<file path="src/rtl/cla_pipelined_subtractor.sv">
// Two-stage pipelined add/subtract unit built from 4-bit carry-lookahead groups, valid/ready stream.
// Optional: define CLA_SUB_SATURATE_EN to clamp overflowing results to the signed limit.
module cla_pipelined_subtractor #(
  parameter int WIDTH = 16
) (
  input  logic             clk,
  input  logic             rst_n,
  input  logic             in_valid,
  output logic             in_ready,
  input  logic             op_sub,
  input  logic [WIDTH-1:0] a,
  input  logic [WIDTH-1:0] b,
  output logic             out_valid,
  input  logic             out_ready,
  output logic [WIDTH-1:0] result,
  output logic             carry_flag,
  output logic             overflow
);

  localparam int H  = WIDTH / 2;
  localparam int NG = H / 4;

  // Half-width adder from 4-bit lookahead groups; group P/G chain the carry between groups.
  // Returns {carry_out, sum}.
  function automatic logic [H:0] cla_add(input logic [H-1:0] x,
                                         input logic [H-1:0] y,
                                         input logic         cin);
    logic [H-1:0] p, g, s;
    logic [3:0]   gp, gg;
    logic         c, c1, c2, c3, grp_p, grp_g;
    p = x ^ y;
    g = x & y;
    s = '0;
    c = cin;
    for (int k = 0; k < NG; k++) begin
      gp    = p[4*k +: 4];
      gg    = g[4*k +: 4];
      c1    = gg[0] | (gp[0] & c);
      c2    = gg[1] | (gp[1] & gg[0]) | (gp[1] & gp[0] & c);
      c3    = gg[2] | (gp[2] & gg[1]) | (gp[2] & gp[1] & gg[0]) | (gp[2] & gp[1] & gp[0] & c);
      grp_g = gg[3] | (gp[3] & gg[2]) | (gp[3] & gp[2] & gg[1]) | (gp[3] & gp[2] & gp[1] & gg[0]);
      grp_p = &gp;
      s[4*k +: 4] = gp ^ {c3, c2, c1, c};
      c = grp_g | (grp_p & c);
    end
    return {c, s};
  endfunction

  logic             r_v1, r_v2;
  logic [H-1:0]     r_lo_sum, r_a_hi, r_b_hi;
  logic             r_c_mid, r_op_sub;
  logic [WIDTH-1:0] r_result;
  logic             r_carry, r_ovf;

  logic             w_en;
  logic [WIDTH-1:0] w_b_eff;
  logic [H:0]       w_lo, w_hi;
  logic             w_ovf, w_carry;
  logic [WIDTH-1:0] w_res;

  // A single advance enable: the whole pipe moves or the whole pipe holds.
  assign w_en     = !r_v2 || out_ready;
  assign in_ready = w_en;

  // Subtraction is a + ~b + 1: invert b and force the carry-in to 1.
  assign w_b_eff = op_sub ? ~b : b;
  assign w_lo    = cla_add(a[H-1:0], w_b_eff[H-1:0], op_sub);

  assign w_hi    = cla_add(r_a_hi, r_b_hi, r_c_mid);
  assign w_carry = r_op_sub ? ~w_hi[H] : w_hi[H];
  assign w_ovf   = (r_a_hi[H-1] == r_b_hi[H-1]) && (w_hi[H-1] != r_a_hi[H-1]);

`ifdef CLA_SUB_SATURATE_EN
  always_comb begin
    w_res = {w_hi[H-1:0], r_lo_sum};
    if (w_ovf)
      w_res = r_a_hi[H-1] ? {1'b1, {(WIDTH-1){1'b0}}} : {1'b0, {(WIDTH-1){1'b1}}};
  end
`else
  assign w_res = {w_hi[H-1:0], r_lo_sum};
`endif

  // NOTE: sequential state uses non-blocking assignments so every register samples pre-edge values.
  always_ff @(posedge clk or negedge rst_n) begin
    if (!rst_n) begin
      r_v1     <= 1'b0;
      r_v2     <= 1'b0;
      r_lo_sum <= '0;
      r_c_mid  <= 1'b0;
      r_a_hi   <= '0;
      r_b_hi   <= '0;
      r_op_sub <= 1'b0;
      r_result <= '0;
      r_carry  <= 1'b0;
      r_ovf    <= 1'b0;
    end else if (w_en) begin
      r_v1 <= in_valid;
      if (in_valid) begin
        r_lo_sum <= w_lo[H-1:0];
        r_c_mid  <= w_lo[H];
        r_a_hi   <= a[WIDTH-1:H];
        r_b_hi   <= w_b_eff[WIDTH-1:H];
        r_op_sub <= op_sub;
      end
      r_v2 <= r_v1;
      if (r_v1) begin
        r_result <= w_res;
        r_carry  <= w_carry;
        r_ovf    <= w_ovf;
      end
    end
  end

  assign out_valid  = r_v2;
  assign result     = r_result;
  assign carry_flag = r_carry;
  assign overflow   = r_ovf;

endmodule

</file>
<file path="config.mk">
export PLATFORM = sky130hd
export DESIGN_NAME = cla_pipelined_subtractor
export DESIGN_NICKNAME = d
export VERILOG_FILES = /design/src/rtl/cla_pipelined_subtractor.sv
export SDC_FILE = /design/constraint.sdc
export NUM_CORES = 1
export LEC_CHECK = 0
export ABC_AREA = 0
export BUFFER_PORTS_ARGS = -buffer_cell sky130_fd_sc_hd__buf_4
export CORE_ASPECT_RATIO = 0.7
export CORE_UTILIZATION = 60
export CTS_BUF_LIST = sky130_fd_sc_hd__clkbuf_4 sky130_fd_sc_hd__clkbuf_8
export CTS_CLUSTER_DIAMETER = 80
export CTS_CLUSTER_SIZE = 25
export DETAILED_ROUTE_END_ITERATION = 10
export PLACE_DENSITY = 0.88
export SYNTH_ARGS = -nofsm -noshare
export SYNTH_HDL_FRONTEND = slang
export SYNTH_SLANG_ARGS = --single-unit
</file>
<file path="constraint.sdc">
create_clock -name clk -period 4.1 [get_ports clk]
set_clock_uncertainty 0.1 [all_clocks]
set_input_delay 0.41 -clock clk [delete_from_list [all_inputs] [get_ports clk]]
set_output_delay 0.41 -clock clk [all_outputs]
set_load 0.02 [all_outputs]
</file>
==> After elaboration in Yosys (flattened, before gate mapping) <==
Cells that the tools add are included.
{ "word_totals": {"output_inout_bits": 20, "word_cells": 133, "reg_bits": 46} }
{ "classes": {"n_eq_ne": 2, "bitwise_logic": 110, "mux": 2, "reduce_logical": 9} }
{ "ops": {"columns": ["op", "n"], "rows": [
  ["1-bit bitwise AND", 60],
  ["1-bit bitwise OR", 40],
  ["8-bit bitwise AND", 2],
  ["16-bit 2-to-1 mux", 1],
  ["16-bit inverter", 1],
  ["4-bit AND reduction", 4],
  ["4-bit bitwise XOR", 4],
  ["8-bit bitwise XOR", 2],
  ["2-bit AND reduction", 2],
  ["1-bit == test", 1],
  ["1-bit logical AND", 1],
  ["1-bit logical NOT", 1],
  ["1-bit logical OR", 1],
  ["1-bit 2-to-1 mux", 1],
  ["1-bit inequality test", 1],
  ["1-bit inverter", 1]
]} }

==> Logic depth before layout (Yosys ltp) <==
Gate-level depths: netlist (run 1).
{ "logic_depth": {"word_depth": 11, "depth_mapped": 11, "mapped_depth_nobuf": 9} }

==> Least setup slack after synthesis (run 1) <==
OpenSTA, ideal clock, no wires.
{ "synth_timing": {"kind": "input to register", "startpoint": "input port op_sub", "endpoint": "register r_lo_sum[4]", "cell_stages": 10, "path_buffers": 2, "path_slack_ns": 1.188, "required_ns": 3.917, "arrival_time_ns": 2.730, "setup_ns": 0.083, "path_cell_list": "buf_2 -> buf_2 -> xor2_1 -> ha_1 -> a211oi_1 -> nor2_1 -> or2_2 -> a21oi_1 -> fa_1 -> o21ai_0"} }
{ "synth_via": {"elab_chain_len": 8, "elab_cells_between_ends": 15, "classes_between": "mux (1); bitwise (13); reduce/logical (1)"} }
{ "synth_rtl": {"columns": ["item", "line_no", "rtl"], "rows": [
  ["start, declared", "10", "input logic op_sub,"],
  ["16-bit 2-to-1 mux", "66", "assign w_b_eff = op_sub ? ~b : b;"],
  ["8-bit bitwise XOR / 8-bit bitwise AND (equally long branches)", "31, 32", null],
  ["1-bit bitwise AND", "41", "grp_g = gg[3] | (gp[3] & gg[2]) | (gp[3] & gp[2] & gg[1]) | (gp[3] & gp[2] & gp[1] & gg[0]);"],
  ["1-bit bitwise OR / 1-bit bitwise AND (equally long branches) (2 in series)", "41", null],
  ["1-bit bitwise OR", "41", null],
  ["1-bit bitwise OR", "44", "c = grp_g | (grp_p & c);"],
  ["4-bit bitwise XOR (*)", "43", "s[4*k +: 4] = gp ^ {c3, c2, c1, c};"],
  ["end signal, assigned", "99", "r_lo_sum <= w_lo[H-1:0];"],
  ["end, declared", "50", "logic [H-1:0] r_lo_sum, r_a_hi, r_b_hi;"]
]} }
Every way passes the cells marked *; elsewhere a longest branch is shown, timed or not.
A chain may end at the register's enable or synchronous reset.

==> Worst setup path after layout (run 1) <==
Ends and elaborated chain as after synthesis.

==> qor.txt, run 1 <==
Place WS -> 1.21 ns
Placed inst area -> 0.00287 mm^2
Yosys warnings -> 0
Worst setup EP type -> flip-flop
Endpoints failing setup -> 0
Die Y -> 55.3 um
Final Critical Period -> 2.68 ns
Final Net Count -> 328
FF/Latch Area -> 0.00115 mm^2
CP arrival -> 2.78 ns
# fillers -> 234
Core area -> 0.00369 mm^2
Setup CP Type -> in2reg
Initial antenna violation count -> 0
Inserted Diodes -> 0
CP startpoint kind -> input port
Hold slack -> -0.0133 ns
Clock transition at the registers of the reported paths -> 0.08 ns
Initial Util -> 66.0%
Post-cts resize count -> 0
PortBufs -> 56
Slew HR -> 31.9%
Pleak -> 1.45 nW
Cell variety after synth -> 34
Vias in the first global route -> 1739
Synth async-reset ratio -> 100%
Ranking of synthesized cells by area -> dfrtp_1, mux2_2, ha_1
Top cell type's share of synthesized area -> 47.3%
Max Fclk -> 373 MHz
Latest clock arrival within the worst-skew pair -> 0.30 ns
Flops & latches, synth -> 46
Setup bufs post-CTS -> 0
# hold bufs at CTS -> 0
Top FF cell, synth -> dfrtp_1
Mean number of vias per cell -> 5.58
Routed met1 length -> 2340 um
CTS H-tree depth -> 2
GP Congestion -> 0.846
Site Rows -> 18
Die Footprint -> 0.00432 mm^2
Share of layout cells above drive strength 1 -> 32.2%
Cell area after synthesis -> 0.00244 mm^2
Worst hold-check path type -> in2async
Pre-antenna DRT Iters -> 7
EDFF count, synth -> 0
Worst setup margin -> 1.42 ns
Die Wd -> 78.2 um
Final wirelength -> 5160 um
Largest net degree at the start of global routing -> 47
Setup repair after global routing missed its margin -> false
Max VDD drop -> 371 uV
Max clock buf depth -> 2
Global-route wire length before repair -> 8450 um
Setup TNS -> 0 ns
Hpwl dp -> 3610 um
CTS buffer count -> 5
CTS tree -> yes
Global route overflow -> 0
Cell count after synthesis -> 217
CP Max Fanout -> 21
Failing checks -> hold timing
Avg Cell Area, Syn -> 11.2 um^2
All-Layer GR Usage -> 25.9%
Synth Net Count -> 273
Routed WL per cell -> 16.0 um
Required @ worst endpoint -> 4.20 ns
Most common cell after layout, fill and taps aside -> buf_4
Post-route cell area -> 0.00302 mm^2
Yosys top cell by area -> dfrtp_1
DR WL met2 -> 2420 um
I/O Pins -> 57
Highest metal used -> met4
PD cells -> 599 mW/mm^2
Met3 WL -> 341 um
Detailed-route DRC error count -> 0
Multi-input logic area -> 0.00121 mm^2
Status -> finished with violations
DRT antenna net count -> 0
1st-iter DRT viols -> 69
Slew Viols, Final -> 0
Leading cell types in the layout, fill and taps excluded -> buf_4, dfrtp_1, nand2_1
Area Overhead vs Synth -> 23.8%
Final Hold Viols -> 11
Worst-Margin Slew -> 1.02 ns
Max-Cap Viols -> 0
Seq/Total Area, Yosys -> 47.3%
Final worst-path cycle share -> 65.4%
Routed vias -> 1803
Clk sink count -> 46
Overall power -> 1.81 mW
CTS root buf -> clkbuf_8
-- critical path, stage by stage --
cell	delay, ns
buf_4	0.27
xor2_1	0.18
ha_1	0.29
a211oi_1	0.35
nor2_1	0.10
or2_2	0.31
a21oi_1	0.20
fa_1	0.43
o21ai_0	0.23
-- state kept, by name, summed over array words and instances (netlist names), 8 cells and up --
signal and cells:
r_a_hi 8, r_b_hi 8, r_lo_sum 8, result 16
-- cell type report --
cell class	instances	share of cell area (%)
multi-input combinational	156	40.1
sequential	46	38.2
timing repair buffer	57	14.2
clock buffer	6	2.74
tap	50	2.07
clock inverter	2	1.99
inverter	6	0.747
-- routing by layer --
layer,GRT usage (%),vias to the layer above
li1,-,869
met1,35.2,844
met2,41.7,79
met3,6.45,11
met4,6.88,0
met5,0,-
-- cell usage after synthesis (all sizes together) (3+ instances only) --
library cell	n
xor2	18
a21oi	4
nand2	29
buf	5
fa	3
ha	16
mux2	18
o21ai	28
dfrtp	46
a211oi	4
o31ai	4
a21o	3
clkbuf	4
inv	6
nor2	5
xnor2	10
-- path summary, 6_finish.rpt --
kind / to / cells after the start / from / slack (ns)
max: r_lo_sum[4]$_DFFE_PN0P_ / 9 / op_sub / 1.42
min: result[12]$_DFFE_PN0P_ / 1 / rst_n / -0.01
max reg2reg: result[12]$_DFFE_PN0P_ / 7 / r_a_hi[0]$_DFFE_PN0P_ / 1.57
min reg2reg: result[13]$_DFFE_PN0P_ / 2 / result[13]$_DFFE_PN0P_ / 0.39
max in group asynchronous: r_a_hi[2]$_DFFE_PN0P_ / 1 / rst_n / 3.53
min in group clk: r_a_hi[4]$_DFFE_PN0P_ / 2 / a[12] / 0.24
-- stage by stage --
stage	utilization, %	cells
after floorplan	-	217
after global placement	77.8	315
after detailed placement	77.8	315
after CTS	81.6	323
after global routing	81.6	323
final	81.6	323
-- cells by family after synthesis --
family                   after synthesis  synth area share, %
flip-flops                            46                 47.3
buffers and inverters                 15                 3.13
multiplexers                          19                 8.73
XOR/XNOR                              28                 10.1
adder cells (fa/ha/maj)               19                 10.7
AND/OR/NAND/NOR                       40                 6.83
AO/OA/AOI/OAI                         50                 13.3
-- power by group --
group	internal (mW)	switching (mW)
clock	0.260	0.151
combinational	0.324	0.386
sequential	0.597	0.0894
total	1.18	0.627
Note: power is estimated with default switching activity, not from simulation.
==> run 2: changes to the inputs <==
- CORE_UTILIZATION: 60 -> 50
- PLACE_DENSITY: 0.88 -> 0.78
- clock period: 4.1 -> 2.3 ns (I/O delays scaled with it)
==> qor.txt, run 2 (synthesis gave the netlist of run 1 again) <==
Hold endpoint -> r_a_hi[3]$_DFFE_PN0P_
Worst setup EP type -> flip-flop
Max VDD drop -> 351 uV (-5.5%)
Final Critical Period -> 2.22 ns
Pre-antenna DRT Iters -> 4 (-3)
Die Y -> 60.4 um (+9.2%)
Leading cell types in the layout, fill and taps excluded -> buf_4, dfrtp_1, nand2_1
CTS H-tree depth -> 2 (unchanged)
Share of layout cells above drive strength 1 -> 34.4% (+2.2 points)
Required @ worst endpoint -> 2.38 ns (-1.82 ns)
GP Congestion -> 0.786 (-7.2%)
Hold Startpoint -> a[11]
Core area -> 0.00450 mm^2 (+22%)
Final worst-path cycle share -> 96.5%
Hold Path Depth -> 2
Endpoints failing setup -> 0 (unchanged)
Reg2reg start -> r_a_hi[0]$_DFFE_PN0P_
Routed WL per cell -> 13.3 um (-17%)
Vias in the first global route -> 1542 (-11%)
Initial Util -> 54.1% (-12 points)
Die Footprint -> 0.00516 mm^2 (+19%)
CTS tree -> yes
RR Endpoint -> result[12]$_DFFE_PN0P_
PortBufs -> 56 (unchanged)
CP Max Fanout -> 3 (-86%)
Slew HR -> 62.7% (+31 points)
Mean number of vias per cell -> 5.05 (-9.5%)
Clock transition at the registers of the reported paths -> 0.08 ns (about the same)
All-Layer GR Usage -> 18.6% (-7.3 points)
Global-route wire length before repair -> 7170 um (-15%)
Max clock buf depth -> 2 (unchanged)
Worst setup margin -> 0.0802 ns (-1.34 ns)
I/O Pins -> 57 (unchanged)
1st-iter DRT viols -> 62 (-10%)
Hpwl dp -> 3430 um (-5.1%)
CP arrival -> 2.30 ns (-0.48 ns)
Final Non-Filler Cells -> 334 (+3.4%)
Placed inst area -> 0.00293 mm^2 (+1.9%)
Final Hold Viols -> 0 (-11)
Die Wd -> 85.4 um (+9.3%)
PD cells -> 1010 mW/mm^2 (+68%)
Worst reg-to-reg path cell count -> 7 (unchanged)
Slew Viols, Final -> 0 (unchanged)
Most common cell after layout, fill and taps aside -> buf_4
Dpl cells -> 325 (+3.2%)
Max reg flops -> 16 (unchanged)
Routed vias -> 1688 (-6.4%)
Clk sink count -> 46 (unchanged)
FF/Latch Area -> 0.00115 mm^2 (unchanged)
Setup CP Type -> reg2reg
Global route overflow -> 0 (unchanged)
Multi-input logic area -> 0.00122 mm^2 (+1.3%)
Inserted Diodes -> 0 (unchanged)
Hold slack -> 0.0597 ns (+0.0730 ns)
Site Rows -> 20 (+2)
Largest net degree at the start of global routing -> 47 (unchanged)
Max Fclk -> 450 MHz
# fillers -> 363 (+55%)
CTS buffer count -> 5 (unchanged)
Latest clock arrival within the worst-skew pair -> 0.30 ns (about the same)
DRT antenna net count -> 0 (unchanged)
Final wirelength -> 4440 um (-14%)
Setup bufs post-CTS -> 0 (unchanged)
Max-Cap Viols -> 0 (unchanged)
Status -> completed
Internal reg-to-reg setup slack -> 0.08 ns (-1.49 ns)
CP startpoint kind -> flip-flop
Worst hold-check path type -> in2reg
Initial antenna violation count -> 0 (unchanged)
Final Net Count -> 334 (+1.8%)
Area Overhead vs Synth -> 25.5%
CTS root buf -> clkbuf_8
Overall power -> 3.07 mW (+70%)
Pleak -> 1.47 nW (+0.94%)
Place WS -> -0.00133 ns (-1.21 ns)
Worst-Margin Slew -> 0.560 ns (-0.459 ns)
Detailed-route DRC error count -> 0 (unchanged)
Post-route cell area -> 0.00306 mm^2 (+1.4%)
[run 2: cell types whose count changed in the layout (fill, tap and decap cells not counted), moves of 2 or more]
cell and change:
a211oi_2 +2, a211oi_1 -2, o21ai_1 +3, buf_4 +5
o21ai_0 -3
[run 2: routing by layer]
layer | part of all wire (%) | up-vias | global-route usage (%)
met3 | 5.7 | 7 | 4.63
met1 | 52 | 752 | 27.1
met2 | 41 | 54 | 26.5
met5 | 0 | - | 0
met4 | 1.3 | 0 | 8.81
li1 | - | 875 | -
[run 2: area by class of cell]
class | instances | share of cell area [%]
multi-input cells | 156 | 40.1
flip-flops and latches | 46 | 37.7
repair buffers | 63 | 15.6
clock buffers | 6 | 2.50
well taps | 55 | 2.25
clock inverters | 2 | 1.23
inverters | 6 | 0.737
[run 2: what timing repair did]
action	4_1_cts	5_1_grt
hold buffers	1	0
hold endpoints to repair	46	0
resized for setup	0	3
endpoints found under the setup margin	0	2
[run 2: worst max-delay path by stage]
stage | startpoint | end | slack [ns] | cells past startpoint
floorplan | op_sub | r_lo_sum[4]$_DFFE_PN0P_ | -0.001 | 10
global placement | op_sub | r_lo_sum[4]$_DFFE_PN0P_ | 0.05 | 9
detailed placement | op_sub | r_lo_sum[4]$_DFFE_PN0P_ | -0.001 | 9
CTS | r_a_hi[0]$_DFFE_PN0P_ | result[12]$_DFFE_PN0P_ | 0.04 | 7
global route | r_a_hi[0]$_DFFE_PN0P_ | result[12]$_DFFE_PN0P_ | -0.03 | 7
finish | r_a_hi[0]$_DFFE_PN0P_ | result[12]$_DFFE_PN0P_ | 0.08 | 7
[run 2: worst max-delay path, stage by stage, from the launching register on]
cell      delay [ns]
dfrtp_1         0.40
ha_1            0.33
a211oi_2        0.27
nor2_1          0.11
o21ai_1         0.12
nand2b_1        0.08
fa_1            0.42
mux2_2          0.26
[run 2: through the flow]
step	setup TNS [ns]	utilization, %
floorplan	-0.00141	-
global placement	0	65.0
detailed placement	-0.00133	65.0
CTS	0	67.8
global route	-0.0412	67.9
finish	0	67.9
[run 2: report_power, final]
group / internal (mW) / switching, mW / leakage [nW] / total [mW]
clock: 0.336 / 0.265 / 0.0548 / 0.601
sequential: 1.06 / 0.147 / 0.556 / 1.21
combinational: 0.604 / 0.658 / 0.858 / 1.26
